[config.mk]
export PLATFORM = sky130hd
export DESIGN_NAME = half_predict_sequencer
export DESIGN_NICKNAME = d
export VERILOG_FILES = /design/src/rtl/half_predict_sequencer.sv
export SDC_FILE = /design/constraint.sdc
export NUM_CORES = 1
export LEC_CHECK = 0
export BUFFER_PORTS_ARGS = -buffer_cell sky130_fd_sc_hd__buf_2
export CORE_MARGIN = 2
export CORE_UTILIZATION = 50
export DETAILED_ROUTE_END_ITERATION = 10
export PLACE_DENSITY = 0.77
export REMOVE_ABC_BUFFERS = 1
export SYNTH_ARGS = -nofsm -noshare
export SYNTH_HDL_FRONTEND = slang
export SYNTH_SLANG_ARGS = --single-unit
export TNS_END_PERCENT = 30
[constraint.sdc]
create_clock -name clk_i -period 2.99 [get_ports clk_i]
set_input_delay 0.299 -clock clk_i [delete_from_list [all_inputs] [get_ports clk_i]]
set_output_delay 0.299 -clock clk_i [all_outputs]
set_load 0.03 [all_outputs]
[src/rtl/half_predict_sequencer.sv]
// Control FSM that steps one shared half-float MAC through both MNIST layers and writes results back.
// Define ARGMAX_EN to add a running argmax over the output-layer results.
module half_predict_sequencer #(
  parameter int LAYER1_NEURONS = 784,
  parameter int LAYER2_NEURONS = 50,
  parameter int OUTPUT_NODES   = 10,
  localparam int IW = $clog2(LAYER1_NEURONS),
  localparam int NW = $clog2(LAYER2_NEURONS),
  localparam int OW = $clog2(OUTPUT_NODES)
) (
  input  logic          clk_i,
  input  logic          rstn_i,
  input  logic          start_i,
  output logic          busy_o,
  output logic          done_o,
  output logic          layer_o,
  output logic [IW-1:0] in_idx_o,
  output logic [NW-1:0] neu_idx_o,
  output logic          mac_clr_o,
  output logic          mac_en_o,
  output logic          mac_last_o,
  output logic          bias_en_o,
  input  logic          acc_valid_i,
  input  logic [15:0]   acc_result_i,
  output logic          wr_en_o,
  output logic [NW-1:0] wr_idx_o,
  output logic [15:0]   wr_data_o,
  output logic [OW-1:0] argmax_o,
  output logic          argmax_vld_o
);

  typedef enum logic [2:0] {
    S_IDLE, S_CLEAR, S_MAC, S_BIAS, S_DRAIN, S_WRITE, S_DONE
  } state_t;

  state_t        state_q;
  logic          busy_q, done_q, layer_q;
  logic [IW-1:0] inIdx_q;
  logic [NW-1:0] neuIdx_q;
  logic          macClr_q, macEn_q, macLast_q, biasEn_q, wrEn_q;
  logic [NW-1:0] wrIdx_q;
  logic [15:0]   wrData_q;

  logic [IW-1:0] inIdx_d, lastIn_d;
  logic [NW-1:0] neuIdx_d, lastNeu_d;
  logic [15:0]   wrData_d;

  // Hidden layer applies ReLU by sign bit only, so -0 and negative NaN also clamp to zero.
  always_comb begin
    lastIn_d  = layer_q ? IW'(LAYER2_NEURONS - 1) : IW'(LAYER1_NEURONS - 1);
    lastNeu_d = layer_q ? NW'(OUTPUT_NODES - 1)   : NW'(LAYER2_NEURONS - 1);
    inIdx_d   = inIdx_q + IW'(1);
    neuIdx_d  = neuIdx_q + NW'(1);
    wrData_d  = (!layer_q && acc_result_i[15]) ? 16'h0000 : acc_result_i;
  end

`ifdef ARGMAX_EN
  logic [15:0]   maxKey_q;
  logic [OW-1:0] runIdx_q, argmax_q;
  logic          argmaxVld_q;
  logic [15:0]   yKey_d;
  logic          takeMax_d;

  // Sign-magnitude half floats mapped to an unsigned key that orders like the real values.
  always_comb begin
    yKey_d    = wrData_q[15] ? ~wrData_q : (wrData_q ^ 16'h8000);
    takeMax_d = (neuIdx_q == '0) || (yKey_d > maxKey_q);
  end

  assign argmax_o     = argmax_q;
  assign argmax_vld_o = argmaxVld_q;
`else
  assign argmax_o     = '0;
  assign argmax_vld_o = 1'b0;
`endif

  always_ff @(posedge clk_i or negedge rstn_i) begin
    if (!rstn_i) begin
      state_q   <= S_IDLE;
      busy_q    <= 1'b0;
      done_q    <= 1'b0;
      layer_q   <= 1'b0;
      inIdx_q   <= '0;
      neuIdx_q  <= '0;
      macClr_q  <= 1'b0;
      macEn_q   <= 1'b0;
      macLast_q <= 1'b0;
      biasEn_q  <= 1'b0;
      wrEn_q    <= 1'b0;
      wrIdx_q   <= '0;
      wrData_q  <= '0;
`ifdef ARGMAX_EN
      maxKey_q    <= '0;
      runIdx_q    <= '0;
      argmax_q    <= '0;
      argmaxVld_q <= 1'b0;
`endif
    end else begin
      macClr_q  <= 1'b0;
      macEn_q   <= 1'b0;
      macLast_q <= 1'b0;
      biasEn_q  <= 1'b0;
      wrEn_q    <= 1'b0;
      case (state_q)
        S_IDLE, S_DONE: begin
          if (start_i) begin
            state_q  <= S_CLEAR;
            busy_q   <= 1'b1;
            done_q   <= 1'b0;
            layer_q  <= 1'b0;
            neuIdx_q <= '0;
            inIdx_q  <= '0;
            macClr_q <= 1'b1;
`ifdef ARGMAX_EN
            argmax_q    <= '0;
            argmaxVld_q <= 1'b0;
`endif
          end
        end
        S_CLEAR: begin
          state_q   <= S_MAC;
          macEn_q   <= 1'b1;
          macLast_q <= (lastIn_d == '0);
        end
        S_MAC: begin
          if (inIdx_q == lastIn_d) begin
            state_q  <= S_BIAS;
            biasEn_q <= 1'b1;
            inIdx_q  <= '0;
          end else begin
            inIdx_q   <= inIdx_d;
            macEn_q   <= 1'b1;
            macLast_q <= (inIdx_d == lastIn_d);
          end
        end
        S_BIAS: state_q <= S_DRAIN;
        S_DRAIN: begin
          if (acc_valid_i) begin
            state_q  <= S_WRITE;
            wrEn_q   <= 1'b1;
            wrIdx_q  <= neuIdx_q;
            wrData_q <= wrData_d;
          end
        end
        S_WRITE: begin
`ifdef ARGMAX_EN
          if (layer_q && takeMax_d) begin
            maxKey_q <= yKey_d;
            runIdx_q <= neuIdx_q[OW-1:0];
          end
`endif
          if (neuIdx_q != lastNeu_d) begin
            state_q  <= S_CLEAR;
            neuIdx_q <= neuIdx_d;
            macClr_q <= 1'b1;
          end else if (!layer_q) begin
            state_q  <= S_CLEAR;
            layer_q  <= 1'b1;
            neuIdx_q <= '0;
            macClr_q <= 1'b1;
          end else begin
            state_q <= S_DONE;
            busy_q  <= 1'b0;
            done_q  <= 1'b1;
`ifdef ARGMAX_EN
            argmax_q    <= takeMax_d ? neuIdx_q[OW-1:0] : runIdx_q;
            argmaxVld_q <= 1'b1;
`endif
          end
        end
        default: state_q <= S_IDLE;
      endcase
    end
  end

  assign busy_o     = busy_q;
  assign done_o     = done_q;
  assign layer_o    = layer_q;
  assign in_idx_o   = inIdx_q;
  assign neu_idx_o  = neuIdx_q;
  assign mac_clr_o  = macClr_q;
  assign mac_en_o   = macEn_q;
  assign mac_last_o = macLast_q;
  assign bias_en_o  = biasEn_q;
  assign wr_en_o    = wrEn_q;
  assign wr_idx_o   = wrIdx_q;
  assign wr_data_o  = wrData_q;

endmodule

==> out/qor_table.md <==
| Group | Metric | Value |
|---|---|---|
| sta | Fmax | 0.451 GHz |
| finish | Proportion of layout cells with a drive suffix above 1 | 24.1% |
| global routing | Overall track demand over capacity in global routing | 20.2% |
| sta | Count of final setup violators | 0 |
| global routing | Number of antenna violations at the first check in global routing | 0 |
| sta | Final Hold Vio Count | 0 |
| clocking | Sink Count | 49 |
| sta | Final total negative setup slack | 0 ps |
| die | I/O pin count | 71 |
| clocking | Root Driver | clkbuf_8 |
| yosys | Total number of yosys warnings | 0 |
| finish | Nets | 379 |
| placement | HPWL after detailed placement | 3.94 mm |
| status | Status | finished clean |
| clocking | Post-CTS setup-driven buffer insertion count | 0 |
| global routing | Largest net degree at the start of global routing | 50 |
| clocking | Cts hold-fix bufs | 0 |
| finish | Most frequent cells in the layout | nand2_1, buf_2, dfrtp_1, o21ai_0, nor2_1 |
| detailed routing | Number of vias per cell | 5.37 |
| placement | Final weighted congestion of routability-driven global placement | 0.884 |
| sta | Actual slew at the worst max-slew pin | 1050 ps |
| worst setup path | Kind of critical path | flop to flop |
| finish | Layout-stage area growth over the synthesis result | 15.1% |
| detailed routing | Total wirelength of the detailed-routed design | 5.68 mm |
| yosys | Cell types occupying the most area after synthesis | dfrtp_1, nand2_1, o21ai_0 |
| worst setup path | Element type at the critical path start | flop |
| pwr | Cell leakage power | 1.51 nW |
| yosys | Yosys reg bits | 49 |
| global routing | Vias in the first global route | 2175 |
| yosys | Number of instances in the synthesized netlist | 303 |
| clocking | Clock transition at path regs | 90 ps |
| finish | Most common cell after layout, fill and taps aside | nand2_1 |
| worst setup path | Worst EP arrival | 2410 ps |
| clocking | Insertion delay of the later-clocked pin in the worst-skew pair | 300 ps |
| global routing | Global-route wire length before repair | 9.81 mm |
| sta | Final Max Tran Viols | 0 |
| yosys | Cell type contributing the most total cell area after synthesis | dfrtp_1 |
| sta | Post-route minimum period | 2220 ps |
| detailed routing | Initial DRT Pass Iterations | 4 |
| finish | N_diodes | 0 |
| worst setup path | Data required time at the worst endpoint | 3180 ps |
| sta | Worst slew slack as a fraction of its limit | 29.8% |
| sta | RSZ-0062 raised after global routing | no |
| worst setup path | Nature of the critical path endpoint | flop |
| die | Die Y | 76.4 um |
| pwr | Peak supply drop | 0.000187 V |
| detailed routing | Routed via count | 2295 |
| yosys | Count of unique library cells instantiated by Yosys | 52 |
| die | Std-Cell Core Area | 5070 um2 |
| sta | Post-route fraction of the period consumed by the critical path | 74.2% |
| pwr | Combinational share of power | 3.5% |
| clocking | CTS tree | done |
| worst hold path | Type of the most critical hold path | input port to async pin |
| sta | PnR worst setup slack | 771 ps |
| detailed routing | Post-detailed-route DRC marker count | 0 |
| yosys | Mean post-synth cell area | 8.65 um2 |
| clocking | Total of cells resized after clock tree synthesis | 0 |
| yosys | Cell area after synthesis | 2620 um2 |
| sta | Post-Route Skew | 6.90 ps |
| pwr | Cell internal power dissipation | 0.000839 W |
| yosys | Sequential fraction of the synthesis area | 46.8% |
| yosys | Ys flop type | dfrtp_1 |
| yosys | Async set or reset register ratio after synthesis | 100% |
| finish | Core occupancy in the finished layout | 59.4% |
| die | Placement Rows | 26 |
| worst setup path | Largest fanout of any net on the critical path | 17 |
| die | Area of the die | 5840 um2 |
| yosys | Area share of the leading cell type in the synthesized netlist | 46.8% |
| detailed routing | Count of antenna-violating nets left after detailed routing | 0 |
| global routing | Aggregate global routing overflow | 0 |
| pwr | Power density relative to cell area | 361 nW/um2 |
| flow run | Number of violations of the max-capacitance limit | 0 |
| detailed routing | Average detailed-routed wire length per instance | 13.3 um |
| placement | Input/output buffers | 65 |
| pwr | Clk network pwr share | 35.7% |
| pwr | Switching Share | 23.0% |
| pwr | P_sw | 0.000250 W |
| yosys | Number of enable-type register cells in the synthesized netlist | 0 |
| detailed routing | Number of DRC violations after detailed-routing iteration 0 | 124 |
| clocking | Maximum clock insertion buffer count | 2 |
| clocking | Depth of the CTS H-tree | 2 |
| die | Floorplan die width | 76.4 um |
| clocking | Inserted Clock Buffers | 5 |
| pwr | Sequential group share of total power | 60.8% |
| placement | Setup Slack @ Placement | 815 ps |
| die | Starting utilization of the core area | 51.6% |
kinds of logic after synthesis:
kind of cell,count (synthesis),synth area share (%)
AND/OR/NAND/NOR,143,27.3
AO/OA/AOI/OAI,68,15.9
flip-flops,49,46.8
buffers and inverters,34,6.59
adder cells (fa/ha/maj),4,1.86
XOR/XNOR,2,0.669
multiplexers,2,0.764
other,1,0.143
critical path: stages, from the launching register on:
cell	delay, ps
dfrtp_1	660
or4b_4	540
nor4_4	150
o211ai_2	250
and2_2	290
a22o_1	220
final cells by class:
type / count / area (um2)
multi-input combinational: 224 / 1240
inverter: 9 / 33.8
timing repair buffer: 67 / 340
clock buffer: 5 / 68.8
sequential: 49 / 1230
fill: 472 / 2060
clock inverter: 3 / 22.5
tap: 70 / 87.6
registers in the layout, summed over array words and instances (netlist names):
| register | cells |
|---|---|
| wr_data_o | 16 |
| mac_last_o | 1 |
| wr_en_o | 1 |
| in_idx_o | 10 |
| mac_clr_o | 1 |
| wr_idx_o | 6 |
| neu_idx_o | 6 |
| done_o | 1 |
| bias_en_o | 1 |
| busy_o | 1 |
| state_q | 3 |
| mac_en_o | 1 |
| layer_o | 1 |
power by group through the flow:
stage	registers, W	logic [W]	clock network, W
global placement	0.000675	0.0000391	0
floorplan	0.000675	0.0000128	0
CTS	0.000662	0.0000393	0.000401
detailed placement	0.000675	0.0000393	0
global route	0.000662	0.0000437	0.000418
finish	0.000662	0.0000382	0.000389
per-layer routing:
metal  up-vias  part of all wire (%)  GRT usage (%)
li1       1157                     -              -
met1      1066                    45           25.7
met2        68                    49           34.8
met3         4                   5.2           3.91
met4         0                   1.1           6.55
met5         -                     0              0
Yosys cell counts, drive strengths merged, types with 2 or more instances:
cell type,instances
nand2b,3
buf,14
o21ai,28
and3,2
nand2,72
inv,9
o22ai,2
a31oi,9
nand4,7
mux2i,2
and2,2
a21oi,13
or3,2
ha,3
a22o,3
nor2b,4
nor2,16
or4b,2
nand3,14
nor4b,2
o311ai,2
dfrtp,49
nor3,6
clkbuf,11
and4,2
o21a,2
nand4b,3
worst paths after layout:
kind / start / to / slack (ps) / cells after the start
min in group clk_i: acc_result_i[6] / wr_data_o[6] / 230 / 3
max in group asynchronous: rstn_i / mac_last_o / 2160 / 1
hold / removal: rstn_i / wr_idx_o[0] / 180 / 1
setup / recovery: layer_o / in_idx_o[1] / 770 / 5
hold reg to reg: wr_idx_o[3] / wr_idx_o[3] / 480 / 2
setup reg to reg: layer_o / in_idx_o[1] / 770 / 5
stage by stage:
stage / power (W) / cells / hold WS, ps / instance area (um2)
global route: 0.00112 / 427 / 234 / 3020
floorplan: 0.000688 / 282 / 3.41 / 2500
finish: 0.00109 / 427 / 178 / 3020
CTS: 0.00110 / 427 / 215 / 3020
global placement: 0.000714 / 419 / 453 / 2920
detailed placement: 0.000715 / 419 / 459 / 2920
Note: power is estimated with default switching activity, not from simulation.
